### src/rtl/sd_cmd_tx.sv
// sd_cmd_tx: SD host command transmitter.
// Builds a 48-bit command frame: start 0, tx 1, index, argument, CRC7, end 1.
// The frame goes out MSB first on CMD, and the block generates its own SDCLK.
// After the end bit, TRAIL_CLKS more SDCLK periods run with CMD released.
// Then done pulses and the block returns to idle.
module sd_cmd_tx #(
    parameter int TRAIL_CLKS = 8
) (
    input  logic        clk,
    input  logic        rst,
    input  logic        start,
    input  logic [5:0]  cmd_index,
    input  logic [31:0] cmd_arg,
    input  logic [1:0]  speed,
    output logic        ready,
    output logic        busy,
    output logic        done,
    output logic        sdclk,
    output logic        cmd_out,
    output logic        cmd_oe
);

    localparam int TW = (TRAIL_CLKS > 1) ? $clog2(TRAIL_CLKS) : 1;

    typedef enum logic [2:0] {
        ST_IDLE  = 3'd0,
        ST_SEND  = 3'd1,
        ST_CRC   = 3'd2,
        ST_END   = 3'd3,
        ST_TRAIL = 3'd4
    } state_t;

    // One serial CRC7 step for x^7 + x^3 + 1
    function automatic logic [6:0] crc7_step(input logic [6:0] crc, input logic bit_in);
        logic fb;
        fb = bit_in ^ crc[6];
        return {crc[5:0], 1'b0} ^ (fb ? 7'h09 : 7'h00);
    endfunction

    // SDCLK period in system clocks; code 11 behaves like 00
    function automatic logic [2:0] period_of(input logic [1:0] spd);
        case (spd)
            2'b01:   return 3'd3;
            2'b10:   return 3'd2;
            default: return 3'd6;
        endcase
    endfunction

    // SDCLK high time in system clocks
    function automatic logic [2:0] high_of(input logic [1:0] spd);
        case (spd)
            2'b01:   return 3'd2;
            2'b10:   return 3'd1;
            default: return 3'd3;
        endcase
    endfunction

    state_t          state_q, state_d;
    logic [1:0]      speed_q, speed_d;
    logic [2:0]      phase_q, phase_d;
    logic [5:0]      bit_cnt_q, bit_cnt_d;
    logic [TW-1:0]   trail_cnt_q, trail_cnt_d;
    logic [38:0]     sh_q, sh_d;        // frame bits 46..8; the start bit is sent directly
    logic [6:0]      crc_q, crc_d;
    logic            ready_q, ready_d;
    logic            busy_q, busy_d;
    logic            done_q, done_d;
    logic            sdclk_q, sdclk_d;
    logic            cmd_out_q, cmd_out_d;
    logic            cmd_oe_q, cmd_oe_d;

    logic [2:0]      per_s;
    logic [2:0]      hi_s;
    logic [2:0]      phase_inc_s;
    logic            boundary_s;
    logic [5:0]      bit_nxt_s;

    // Next-state and next-output logic for the whole transmitter
    always_comb begin
        state_d     = state_q;
        speed_d     = speed_q;
        phase_d     = phase_q;
        bit_cnt_d   = bit_cnt_q;
        trail_cnt_d = trail_cnt_q;
        sh_d        = sh_q;
        crc_d       = crc_q;
        ready_d     = ready_q;
        busy_d      = busy_q;
        done_d      = 1'b0;
        sdclk_d     = sdclk_q;
        cmd_out_d   = cmd_out_q;
        cmd_oe_d    = cmd_oe_q;

        per_s       = period_of(speed_q);
        hi_s        = high_of(speed_q);
        phase_inc_s = (phase_q == (per_s - 3'd1)) ? 3'd0 : (phase_q + 3'd1);
        // A bit boundary is the system-clock edge on which SDCLK falls.
        boundary_s  = (state_q != ST_IDLE) && (phase_inc_s == hi_s);
        bit_nxt_s   = bit_cnt_q + 6'd1;

        if (state_q != ST_IDLE) begin
            phase_d = phase_inc_s;
            sdclk_d = (phase_inc_s < hi_s);
        end else begin
            phase_d = phase_q;
            sdclk_d = 1'b0;
        end

        case (state_q)
            ST_IDLE: begin
                if (start) begin
                    speed_d     = speed;
                    phase_d     = high_of(speed);
                    sh_d        = {1'b1, cmd_index, cmd_arg};
                    crc_d       = 7'h00;
                    bit_cnt_d   = 6'd0;
                    trail_cnt_d = '0;
                    state_d     = ST_SEND;
                    cmd_out_d   = 1'b0;
                    cmd_oe_d    = 1'b1;
                    ready_d     = 1'b0;
                    busy_d      = 1'b1;
                end else begin
                    cmd_out_d   = 1'b1;
                    cmd_oe_d    = 1'b0;
                    ready_d     = 1'b1;
                    busy_d      = 1'b0;
                end
            end
            ST_SEND: begin
                if (boundary_s) begin
                    bit_cnt_d = bit_nxt_s;
                    if (bit_nxt_s == 6'd40) begin
                        // The CRC already covers bits 47..8, so its MSB goes out now.
                        state_d   = ST_CRC;
                        cmd_out_d = crc_q[6];
                        crc_d     = {crc_q[5:0], 1'b0};
                    end else begin
                        cmd_out_d = sh_q[38];
                        sh_d      = {sh_q[37:0], 1'b0};
                        crc_d     = crc7_step(crc_q, sh_q[38]);
                    end
                end else begin
                    bit_cnt_d = bit_cnt_q;
                end
            end
            ST_CRC: begin
                if (boundary_s) begin
                    bit_cnt_d = bit_nxt_s;
                    if (bit_nxt_s == 6'd47) begin
                        state_d   = ST_END;
                        cmd_out_d = 1'b1;
                    end else begin
                        cmd_out_d = crc_q[6];
                        crc_d     = {crc_q[5:0], 1'b0};
                    end
                end else begin
                    bit_cnt_d = bit_cnt_q;
                end
            end
            ST_END: begin
                if (boundary_s) begin
                    state_d     = ST_TRAIL;
                    trail_cnt_d = '0;
                    cmd_oe_d    = 1'b0;
                    cmd_out_d   = 1'b1;
                end else begin
                    trail_cnt_d = trail_cnt_q;
                end
            end
            ST_TRAIL: begin
                if (boundary_s) begin
                    if (trail_cnt_q == TW'(TRAIL_CLKS - 1)) begin
                        state_d = ST_IDLE;
                        done_d  = 1'b1;
                        ready_d = 1'b1;
                        busy_d  = 1'b0;
                        sdclk_d = 1'b0;
                    end else begin
                        trail_cnt_d = trail_cnt_q + TW'(1);
                    end
                end else begin
                    trail_cnt_d = trail_cnt_q;
                end
            end
            default: begin
                state_d   = ST_IDLE;
                ready_d   = 1'b1;
                busy_d    = 1'b0;
                sdclk_d   = 1'b0;
                cmd_out_d = 1'b1;
                cmd_oe_d  = 1'b0;
            end
        endcase
    end

    // State and output registers with synchronous reset to the idle line state
    always_ff @(posedge clk) begin
        if (rst) begin
            state_q     <= ST_IDLE;
            speed_q     <= 2'b00;
            phase_q     <= 3'd0;
            bit_cnt_q   <= 6'd0;
            trail_cnt_q <= '0;
            sh_q        <= 39'd0;
            crc_q       <= 7'h00;
            ready_q     <= 1'b1;
            busy_q      <= 1'b0;
            done_q      <= 1'b0;
            sdclk_q     <= 1'b0;
            cmd_out_q   <= 1'b1;
            cmd_oe_q    <= 1'b0;
        end else begin
            state_q     <= state_d;
            speed_q     <= speed_d;
            phase_q     <= phase_d;
            bit_cnt_q   <= bit_cnt_d;
            trail_cnt_q <= trail_cnt_d;
            sh_q        <= sh_d;
            crc_q       <= crc_d;
            ready_q     <= ready_d;
            busy_q      <= busy_d;
            done_q      <= done_d;
            sdclk_q     <= sdclk_d;
            cmd_out_q   <= cmd_out_d;
            cmd_oe_q    <= cmd_oe_d;
        end
    end

    assign ready   = ready_q;
    assign busy    = busy_q;
    assign done    = done_q;
    assign sdclk   = sdclk_q;
    assign cmd_out = cmd_out_q;
    assign cmd_oe  = cmd_oe_q;

endmodule

### config.mk
export PLATFORM = sky130hd
export DESIGN_NAME = sd_cmd_tx
export DESIGN_NICKNAME = d
export VERILOG_FILES = /design/src/rtl/sd_cmd_tx.sv
export SDC_FILE = /design/constraint.sdc
export NUM_CORES = 1
export LEC_CHECK = 0
export BUFFER_PORTS_ARGS = -buffer_cell sky130_fd_sc_hd__buf_4
export CAP_MARGIN = 20
export CORE_MARGIN = 2
export CORE_UTILIZATION = 45
export CTS_CLUSTER_SIZE = 28
export DETAILED_ROUTE_END_ITERATION = 8
export GPL_TIMING_DRIVEN = 0
export HOLD_SLACK_MARGIN = 0.15
export PLACE_DENSITY = 0.75
export SETUP_SLACK_MARGIN = 0.4
export SYNTH_ARGS = -nofsm -noshare
export SYNTH_HDL_FRONTEND = slang
export SYNTH_SLANG_ARGS = --single-unit
### constraint.sdc
create_clock -name clk -period 7.2 [get_ports clk]
set_input_delay 1.08 -clock clk [delete_from_list [all_inputs] [get_ports clk]]
set_output_delay 1.08 -clock clk [all_outputs]
set_load 0.05 [all_outputs]
==> impl_results.md, run 1 <==
- Hold Buf Count CTS: 0
- FP Rows: 34
- Reg2reg end: crc_q[2]
- Synth Instances: 486
- FILL cells: 833
- # clock sinks: 69
- Worst-path clk slew: 80 ps
- WHS Path Cells: 2
- PortBufs: 47
- Most common cell after layout, fill and taps aside: dfxtp_1
- Worst-skew pair later-pin latency: 360 ps
- Fmax: 315 MHz
- Commonest non-fill, non-tap cells in the layout: 69 x dfxtp_1, 61 x a21oi_1, 57 x nand2_1
- Least-Margin Pin Slew: 849 ps
- CTS tree: done
- Leakage: 0.00188 uW
- Met2 WL: 4670 um
- Combinational share of power: 47.5%
- Outcome: complete, no violations
- R2R setup slack: 4020 ps
- Post-synth EDFFs: 0
- Max Used Layer: met4
- Fraction of layout cells with a size suffix above 1: 19.5%
- Die height: 98.8 um
- Slew Limit Fails: 0
- Post-route ant nets: 0
- All-Layer GR Usage: 20.6%
- I/O pins: 49
- Sw Share: 42.3%
- Post-CTS Setup Bufs: 0
- Sw power: 703 uW
- Period utilisation layout: 44.1%
- Setup Skew: 15.1 ps
- R2R cell count: 11
- Hold EP: sh_q[22]
- Vias in the first global route: 3583
- Final worst path period need: 3180 ps
- Drt drc: 0
- Sequential-to-total area share from yosys stat: 34.2%
- Crit path required time: 7420 ps
- Drt first pass iters: 5
- CTS H-tree depth: 3
- Hold Path Origin: sh_q[22]
- Detailed placement HPWL: 7120 um
- Starting Density: 46.4%
- Maximum root-to-sink buffer count: 2
- Met3 wire len: 584 um
- Setup TNS: 0 ps
- Max Cap Viol: 0
- Pin count of the biggest net entering global routing: 14
- WL per Instance: 14.9 um
- #FFs+latches synth: 69
- Int Pwr: 958 uW
- Dominant cell type by area after synthesis: dfxtp_1
- Distinct cells, synth: 55
- Post-Route WL: 9800 um
- Global-route wire length before repair: 16700 um
- Final Hold Viols: 0
- TritonCTS buffer count: 9
- Avg Cell Area, Syn: 8.32 um2
- Final setup fails: 0
- Initial antenna violation count: 0
- Post-CTS resize count: 0
- Clock share of power: 19.4%
- Post-synth ARST share: 0%
- Nets: 597
- Maximum vdd ir drop: 163 uV
- Ys flop type: dfxtp_1
- WS Path Type: reg2reg
- Core Box Area: 8720 um2
- Vias: 3760
- Reg2reg start: speed_q[1]
- Min-Delay Path Class: reg2reg
- Drt first-iter violations: 158
- Rel. slew slack: 43.2%
- Die Area: 9760 um2
- Placed inst area: 4530 um2
- Mapped Nets: 539
- Vias per cell: 5.72
- Seq pwr share: 33.1%
- Area Growth Syn to Fin: 17.0%
- Startpoint types: register
- Final Cell Area: 4730 um2
- Post-Synthesis Cell Area: 4040 um2
- Top post-synthesis cells by area: dfxtp_1 34%, mux2i_1 9.4%, a21oi_1 7.5%, a211oi_2 6.2%, nand2_1 5.3%
- Routability cong.: 0.840
- Grt total ovfl: 0
- CTS root buf: clkbuf_8
- Die Wd: 98.8 um
- PwrDens: 351 nW/um2
- Syn. warnings: 0
- Crit. End Element: register
- Wl on met1: 4440 um
- Arr. time, crit path: 3400 ps
- RSZ-0062 raised after global routing: no
- ANT cells: 0
- Max FO, Critical Path: 10
- Top cell type's share of synthesized area: 34.2%
## Yosys cell counts (4+ instances only)
master and n:
dfxtp_1 69, a21oi_1 61, nand2_1 57, inv_1 47, mux2i_1 38, a211oi_1 21, clkbuf_1 21, a211oi_2 20
nand3_1 13, nor2_1 13, ha_1 10, o21ai_0 9, buf_2 8, nor3_1 8, o211ai_1 7, o31ai_1 7
nand3b_1 6, a21o_1 5, buf_6 4, xnor2_1 4
## per-layer routing
| metal | vias to the layer above | GRT usage, % |
|---|---|---|
| met4 | 0 | 4.32 |
| met3 | 13 | 5.96 |
| met5 | - | 0 |
| met2 | 112 | 34.1 |
| met1 | 1783 | 26.8 |
| li1 | 1852 | - |
## power by group through the flow
stage	clock network [uW]	logic (uW)	registers [uW]
CTS	328	787	549
detailed placement	0	784	557
global route	345	874	563
global placement	0	765	551
floorplan	0	588	570
finish	322	790	550
## worst max-delay path, cell delays in order, from the launching register on
cell	delay [ps]
dfxtp_1	360
inv_1	50
ha_1	220
or3b_1	440
nand2_1	90
a21boi_0	120
ha_1	340
and2_1	200
o21ai_1	400
o21ai_0	440
o211ai_1	300
a21oi_1	90
## registers in the layout, summed over array words and instances (netlist names)
register / flops
trail_cnt_q: 3
cmd_oe: 1
bit_cnt_q: 6
crc_q: 7
sh_q: 39
state_q: 3
speed_q: 2
busy: 1
sdclk: 1
cmd_out: 1
ready: 1
phase_q: 3
done: 1
## cell families after synthesis
logic type / Yosys count / synth area share, %
simple gates: 114 / 13.0
fa+ha+maj: 10 / 3.09
mux: 40 / 9.96
flops: 69 / 34.2
buf+inv: 81 / 8.60
xor+xnor: 7 / 1.52
compound gates: 165 / 29.6
## worst max path at each step
stage               startpoint        to  slack [ps]  depth (start not counted)
floorplan           speed_q[1]   sh_q[8]        4550                         13
global placement    speed_q[1]  crc_q[2]        4130                         11
detailed placement  speed_q[1]  crc_q[2]        4080                         11
CTS                 speed_q[1]  crc_q[2]        4070                         11
global route        speed_q[1]  crc_q[2]        3820                         11
finish              speed_q[1]  crc_q[2]        4020                         11
## through the flow
step	power (uW)	setup WS [ps]	hold WS, ps	instances	util, %
global route	1780	3820	490	657	54.2
global placement	1320	4130	440	641	52.0
floorplan	1160	4550	431	486	-
CTS	1660	4070	461	657	54.2
detailed placement	1340	4080	445	641	52.0
finish	1660	4020	457	657	54.2
## layout make-up
class	instances	area [um2]	share of cell area, %
inverter	47	176	3.73
buffer	34	171	3.62
timing repair buffer	47	353	7.46
sequential	69	1380	29.2
tap	108	135	2.86
multi-input combinational	336	2310	48.9
clock inverter	7	73.8	1.56
clock buffer	9	124	2.62
Power figures use the tool's default switching activity.
==> run 2, diff against run 1 <==
PLACE_DENSITY = 0.78   (was 0.75)
clock period = 2.7 ns   (was 7.2 ns; I/O delays follow)
==> run 2 against run 1 <==
Sequential share of layout area shrank 4.6 points. Maximum frequency grew 19%. Clock skew shrank 6.3 ps. Flip-flop and latch count is the same. Routed wire length grew 25%. Utilization grew 10 points. Critical endpoint is now sh_q[19]. Worst hold slack lost 150 ps. Largest power group unchanged. Power grew to 3.4 times the previous value.
==> impl_results.md, run 2 (synthesis gave the netlist of run 1 again) <==
- Nets: 622 (+4.2%)
- Vias in the first global route: 3957 (+10%)
- Least-Margin Pin Slew: 1100 ps (+255 ps)
- TritonCTS buffer count: 9 (unchanged)
- Seq pwr share: 26.1% (-7.0 points)
- I/O pins: 49 (unchanged)
- Most flop-heavy register: sh_q
- Final worst path period need: 2670 ps (-512 ps)
- Period utilisation layout: 98.7% (+55 points)
- Combinational share of power: 56.8% (+9.3 points)
- Worst Hold Slack: 304 ps (-152 ps)
- Initial antenna violation count: 0 (unchanged)
- Die Area: 9760 um2 (unchanged)
- Area Growth Syn to Fin: 39.3%
- Post-Route WL: 12300 um (+25%)
- Fraction of layout cells with a size suffix above 1: 36.4% (+17 points)
- Setup Skew: 8.75 ps (-6.33 ps)
- Detailed placement HPWL: 7330 um (+3.0%)
- Slowest CP cell: dfxtp_4
- Max FFs per register: 39 (unchanged)
- Crit path required time: 2960 ps (-4460 ps)
- Clock share of power: 17.1% (-2.3 points)
- Drt first pass iters: 5 (unchanged)
- Core Box Area: 8720 um2 (unchanged)
- Sw power: 2440 uW (+250%)
- Worst-path clk slew: 80 ps (about the same)
- Vias per cell: 5.97 (+4.3%)
- Rel. slew slack: 26.4% (-17 points)
- Global-route wire length before repair: 18700 um (+12%)
- Maximum root-to-sink buffer count: 2 (unchanged)
- WL per Instance: 18.0 um (+21%)
- Critical Path Max Stage Delay: 350 ps (-90 ps)
- Outcome: complete, no violations
- Maximum vdd ir drop: 639 uV (+290%)
- Arr. time, crit path: 2930 ps (-470 ps)
- WS Path Type: reg2reg
- Post-route ant nets: 0 (unchanged)
- Starting Density: 46.4% (unchanged)
- Post-Layout Cell Count: 682 (+3.8%)
- Grt total ovfl: 0 (unchanged)
- Final setup fails: 0 (unchanged)
- Routability cong.: 0.889 (+5.8%)
- Slew Limit Fails: 0 (unchanged)
- CTS H-tree depth: 3 (unchanged)
- Min-Delay Path Class: in2reg
- Final Hold Viols: 0 (unchanged)
- Startpoint types: register
- Setup TNS: 0 ps (unchanged)
- Fin util: 64.6% (+10 points)
- Pin count of the biggest net entering global routing: 14 (unchanged)
- Commonest non-fill, non-tap cells in the layout: 67 x dfxtp_1, 63 x buf_4, 55 x nand2_1
- Top flop regs: sh_q (39), crc_q (7), bit_cnt_q (6)
- Fmax: 375 MHz (+19%)
- CTS root buf: clkbuf_8
- Die Wd: 98.8 um (unchanged)
- Crit. End Element: register
- ANT cells: 0 (unchanged)
- Critical-path cell list: buf_4 > ha_4 > xnor2_2 > a31o_2 > ha_4 > and2_4 > o211ai_4 > a21o_4 > a21o_4 > buf_4 > buf_6 > a211oi_2
- Vias: 4070 (+8.2%)
- Most common cell after layout, fill and taps aside: dfxtp_1
- Sw Share: 42.9% (+0.53 points)
- Drt first-iter violations: 303 (+92%)
- Max Cap Viol: 0 (unchanged)
- PwrDens: 1010 nW/um2 (+190%)
- Die height: 98.8 um (unchanged)
- Max FO, Critical Path: 5 (-5)
- PortBufs: 47 (unchanged)
- Leakage: 0.00216 uW (+14%)
- Placed Cells: 641 (unchanged)
- Power Total: 5690 uW (+240%)
- RSZ-0062 raised after global routing: yes
- Drt drc: 0 (unchanged)
- Critical path's top delay family: compound AO/OA/AOI/OAI gates
- # clock sinks: 69 (unchanged)
- CTS tree: done
- Worst-skew pair later-pin latency: 360 ps (about the same)
- All-Layer GR Usage: 23.3% (+2.7 points)
- FP Rows: 34 (unchanged)
- Int Pwr: 3250 uW (+240%)
- Bufs and invs on worst path: 3 (+2)
## run 2: power groups by stage
stage / Clock (uW) / Combinational, uW / Sequential (uW)
floorplan: 0 / 1630 / 1520
global placement: 0 / 2110 / 1470
detailed placement: 0 / 2170 / 1490
CTS: 980 / 2690 / 1470
global route: 1030 / 3430 / 1510
finish: 971 / 3230 / 1490
## run 2: path summary, 6_finish.rpt
| kind | from | end | slack [ps] | depth (start not counted) |
|---|---|---|---|---|
| hold / removal | speed[0] | speed_q[0] | 300 | 3 |
| setup reg to reg | speed_q[1] | sh_q[19] | 30 | 12 |
| setup / recovery | speed_q[1] | sh_q[19] | 30 | 12 |
| hold reg to reg | sh_q[28] | sh_q[28] | 470 | 2 |
## run 2: what timing repair did
item | CTS | global route
pin swaps | 23 | 30
setup buffers | 14 | 6
endpoints found under the setup margin | 63 | 63
gates cloned | 3 | 2
hold buffers | 0 | 0
gates resized for setup | 57 | 66
## run 2: area by class of cell
cell class	instances	area [um2]
Timing Repair Buffer	72	633
Clock inverter	6	93.8
Clock buffer	10	128
Fill cell	670	3090
Buffer	34	239
Inverter	47	176
Tap cell	108	135
Sequential cell	69	1390
Multi-Input combinational cell	336	2840
## run 2: metrics by stage
stage                     worst slack, ps  area, um2
after floorplan                       213       4100
after global placement              -2.40       4590
after detailed placement            -56.4       4590
after CTS                             101       5240
after global routing                -54.0       5630
final                                34.2       5630
## run 2: worst reg2reg max path: stages, from the launching register on
cell	delay, ps
dfxtp_4	350
buf_4	140
ha_4	230
xnor2_2	140
a31o_2	240
ha_4	290
and2_4	160
o211ai_4	80
a21o_4	230
a21o_4	240
buf_4	140
buf_6	130
a211oi_2	200
## run 2: per-layer routing
layer	up-vias	global-route usage (%)	wire, um
met4	0	7.48	265
met5	-	0	0
met2	157	40.9	6440
li1	1901	-	-
met3	30	5.60	623
met1	1982	28.0	4930
==> run 3, diff against run 2 <==
PLACE_DENSITY = 0.75   (was 0.78)
SKIP_LAST_GASP = 1   (was default)
clock period = 3.22 ns   (was 2.7 ns; I/O delays follow)
==> run 3 against run 2 <==
Flip-flop and latch count unchanged. Sequential share of layout area up 4.2 points. Utilization decreased by 9.3 points. Sequential power down 17%. Critical endpoint is now sh_q[8]. Largest power group unchanged.
==> impl_results.md, run 3 (synthesis gave the netlist of run 1 again) <==
- Outcome: complete, no violations
- Die Area: 9760 um2 (unchanged)
- Final Cell Area: 4820 um2 (-14%)
- Setup TNS: 0 ps (unchanged)
- Nets: 599 (-3.7%)
- Die height: 98.8 um (unchanged)
- Crit. End Element: register
- R2R cell count: 13 (+1)
- GR Util met3: 5.96% (+0.35 points)
- Die Wd: 98.8 um (unchanged)
- Worst-skew pair later-pin latency: 360 ps (about the same)
- Bufs and invs on worst path: 3 (unchanged)
- Maximum vdd ir drop: 364 uV (-43%)
- Pin count of the biggest net entering global routing: 14 (unchanged)
- Least-Margin Pin Slew: 858 ps (-246 ps)
- Placed inst area: 4530 um2 (-1.2%)
- Most common cell after layout, fill and taps aside: dfxtp_1
- # clock sinks: 69 (unchanged)
- Fin util: 55.3% (-9.3 points)
- Most flop-heavy register: sh_q
- Initial antenna violation count: 0 (unchanged)
- Max FO, Critical Path: 10 (+5)
- Footprint of the multi-input gates: 2380 um2 (-16%)
- Power Total: 3800 uW (-33%)
- Hold Path Origin: speed[0]
- Final worst path period need: 2720 ps (+53.4 ps)
- Startpoint types: register
- Global-route wire length before repair: 16600 um (-11%)
- Final Hold Viols: 0 (unchanged)
- Period utilisation layout: 84.4% (-14 points)
- Max Cap Viol: 0 (unchanged)
- Slew Limit Fails: 0 (unchanged)
- PwrDens: 789 nW/um2 (-22%)
- Vias per cell: 5.70 (-4.5%)
- Detailed placement HPWL: 7120 um (-2.9%)
- Leakage: 0.00191 uW (-12%)
- PortBufs: 47 (unchanged)
- Starting Density: 46.4% (unchanged)
- CTS root buf: clkbuf_8
- Drt drc: 0 (unchanged)
- CTS H-tree depth: 3 (unchanged)
- Slowest CP cell: or3b_4
- Fraction of layout cells with a size suffix above 1: 22.1% (-14 points)
- Max FFs per register: 39 (unchanged)
- Setup Skew: 14.7 ps (+5.99 ps)
- RSZ-0062 raised after global routing: no
- FP Rows: 34 (unchanged)
- Most used cell, CP: buf_6
- Critical-path cell list: inv_1 > ha_4 > or3b_4 > nand2_2 > a21boi_2 > ha_1 > and2_4 > o211ai_4 > a21o_4 > a21o_1 > buf_6 > buf_6 > a211oi_2
- Most Used Layer, Global Route: met2
- Top flop regs: sh_q (39), crc_q (7), bit_cnt_q (6)
- M2 GR Usage: 34.1% (-6.8 points)
- Drt first-iter violations: 200 (-34%)
- Post-route ant nets: 0 (unchanged)
- Min-Delay Path Class: in2reg
- R2R setup slack: 500 ps (+470 ps)
- Critical path's top delay family: compound AO/OA/AOI/OAI gates
- Hold EP: speed_q[0]
- WHS Path Cells: 3 (unchanged)
- Commonest non-fill, non-tap cells in the layout: 67 x dfxtp_1, 61 x a21oi_1, 56 x nand2_1
- Worst-path clk slew: 80 ps (about the same)
- Maximum root-to-sink buffer count: 2 (unchanged)
- Sequential cell area: 1390 um2 (unchanged)
- TritonCTS buffer count: 9 (unchanged)
- Post-Route WL: 9990 um (-19%)
- Crit path required time: 3490 ps (+530 ps)
- Routability cong.: 0.840 (-5.5%)
- Reg2reg start: speed_q[1]
- Fmax: 368 MHz (-2.0%)
- WL per Instance: 15.2 um (-16%)
- All-Layer GR Usage: 20.6% (-2.7 points)
- Core Box Area: 8720 um2 (unchanged)
- Vias: 3757 (-7.7%)
- ANT cells: 0 (unchanged)
- FILL cells: 813 (+21%)
- Vias in the first global route: 3577 (-9.6%)
- I/O pins: 49 (unchanged)
- Drt first pass iters: 5 (unchanged)
- Grt total ovfl: 0 (unchanged)
- Reg2reg end: sh_q[8]
- Hold Buf Count CTS: 0 (unchanged)
- CTS tree: done
- WS Path Type: reg2reg
- Area Growth Syn to Fin: 19.2%
- Critical Path Max Stage Delay: 390 ps (+40 ps)
- Arr. time, crit path: 2990 ps (+60 ps)
- M1 GR Usage: 26.7% (-1.3 points)
- Rel. slew slack: 42.6% (+16 points)
- Final setup fails: 0 (unchanged)
-- run 3: cell count changes in the layout (fill, tap and decap cells not counted), sizes merged --
cell	change
buf	-23
bufinv	-1
clkbuf	-1
clkinv	+3
inv	-1
-- run 3: worst register-to-register path, delay by kind of cell (launching register included) --
family                   cells  cell delay [ps]
adder cells (fa/ha/maj)      2              490
buffers and inverters        3              360
AO/OA/AOI/OAI                5              810
flip-flops                   1              340
AND/OR/NAND/NOR              3              650
-- run 3: repair_timing --
action                     CTS  global route
setup buffers                0             1
resized for setup           11             9
pin swaps                    1             9
hold endpoints to repair     0             0
cloned                       0             1
setup endpoints to repair   47            33
-- run 3: area by class of cell --
type,count,area share (%)
inverter,47,3.66
timing repair buffer,49,7.58
clock buffer,9,2.57
multi-input combinational,336,49.5
clock inverter,7,1.53
buffer,34,3.63
tap,108,2.80
sequential,69,28.8
-- run 3: metal layers --
| metal | vias to the layer above | part of all wire, % |
|---|---|---|
| met5 | - | 0 |
| met4 | 0 | 1.3 |
| met3 | 15 | 5.6 |
| met2 | 103 | 48 |
| met1 | 1784 | 45 |
| li1 | 1855 | - |
-- run 3: stage by stage --
stage | hold WS (ps) | std cells | setup slack, ps
final | 392 | 659 | 501
after global routing | 383 | 659 | 393
after CTS | 376 | 657 | 437
after detailed placement | 445 | 641 | 98.3
after global placement | 440 | 641 | 152
after floorplan | 431 | 486 | 568
-- run 3: power by group --
part           total, uW  internal [uW]  switching (uW)  leakage, uW
Clock                716            360             356    0.0000996
Sequential          1230           1090             147     0.000569
Combinational       1850            743            1110      0.00124
Total               3800           2190            1610      0.00191
-- run 3: worst max-delay path by stage --
stage                           from  endpoint  slack, ps  cells after the start
after floorplan           speed_q[1]   sh_q[8]        570                     13
after global placement    speed_q[1]  crc_q[2]        150                     11
after detailed placement  speed_q[1]  crc_q[2]        100                     11
after CTS                 speed_q[1]  sh_q[12]        440                     13
after global routing      speed_q[1]   sh_q[3]        390                     13
final                     speed_q[1]   sh_q[8]        500                     13
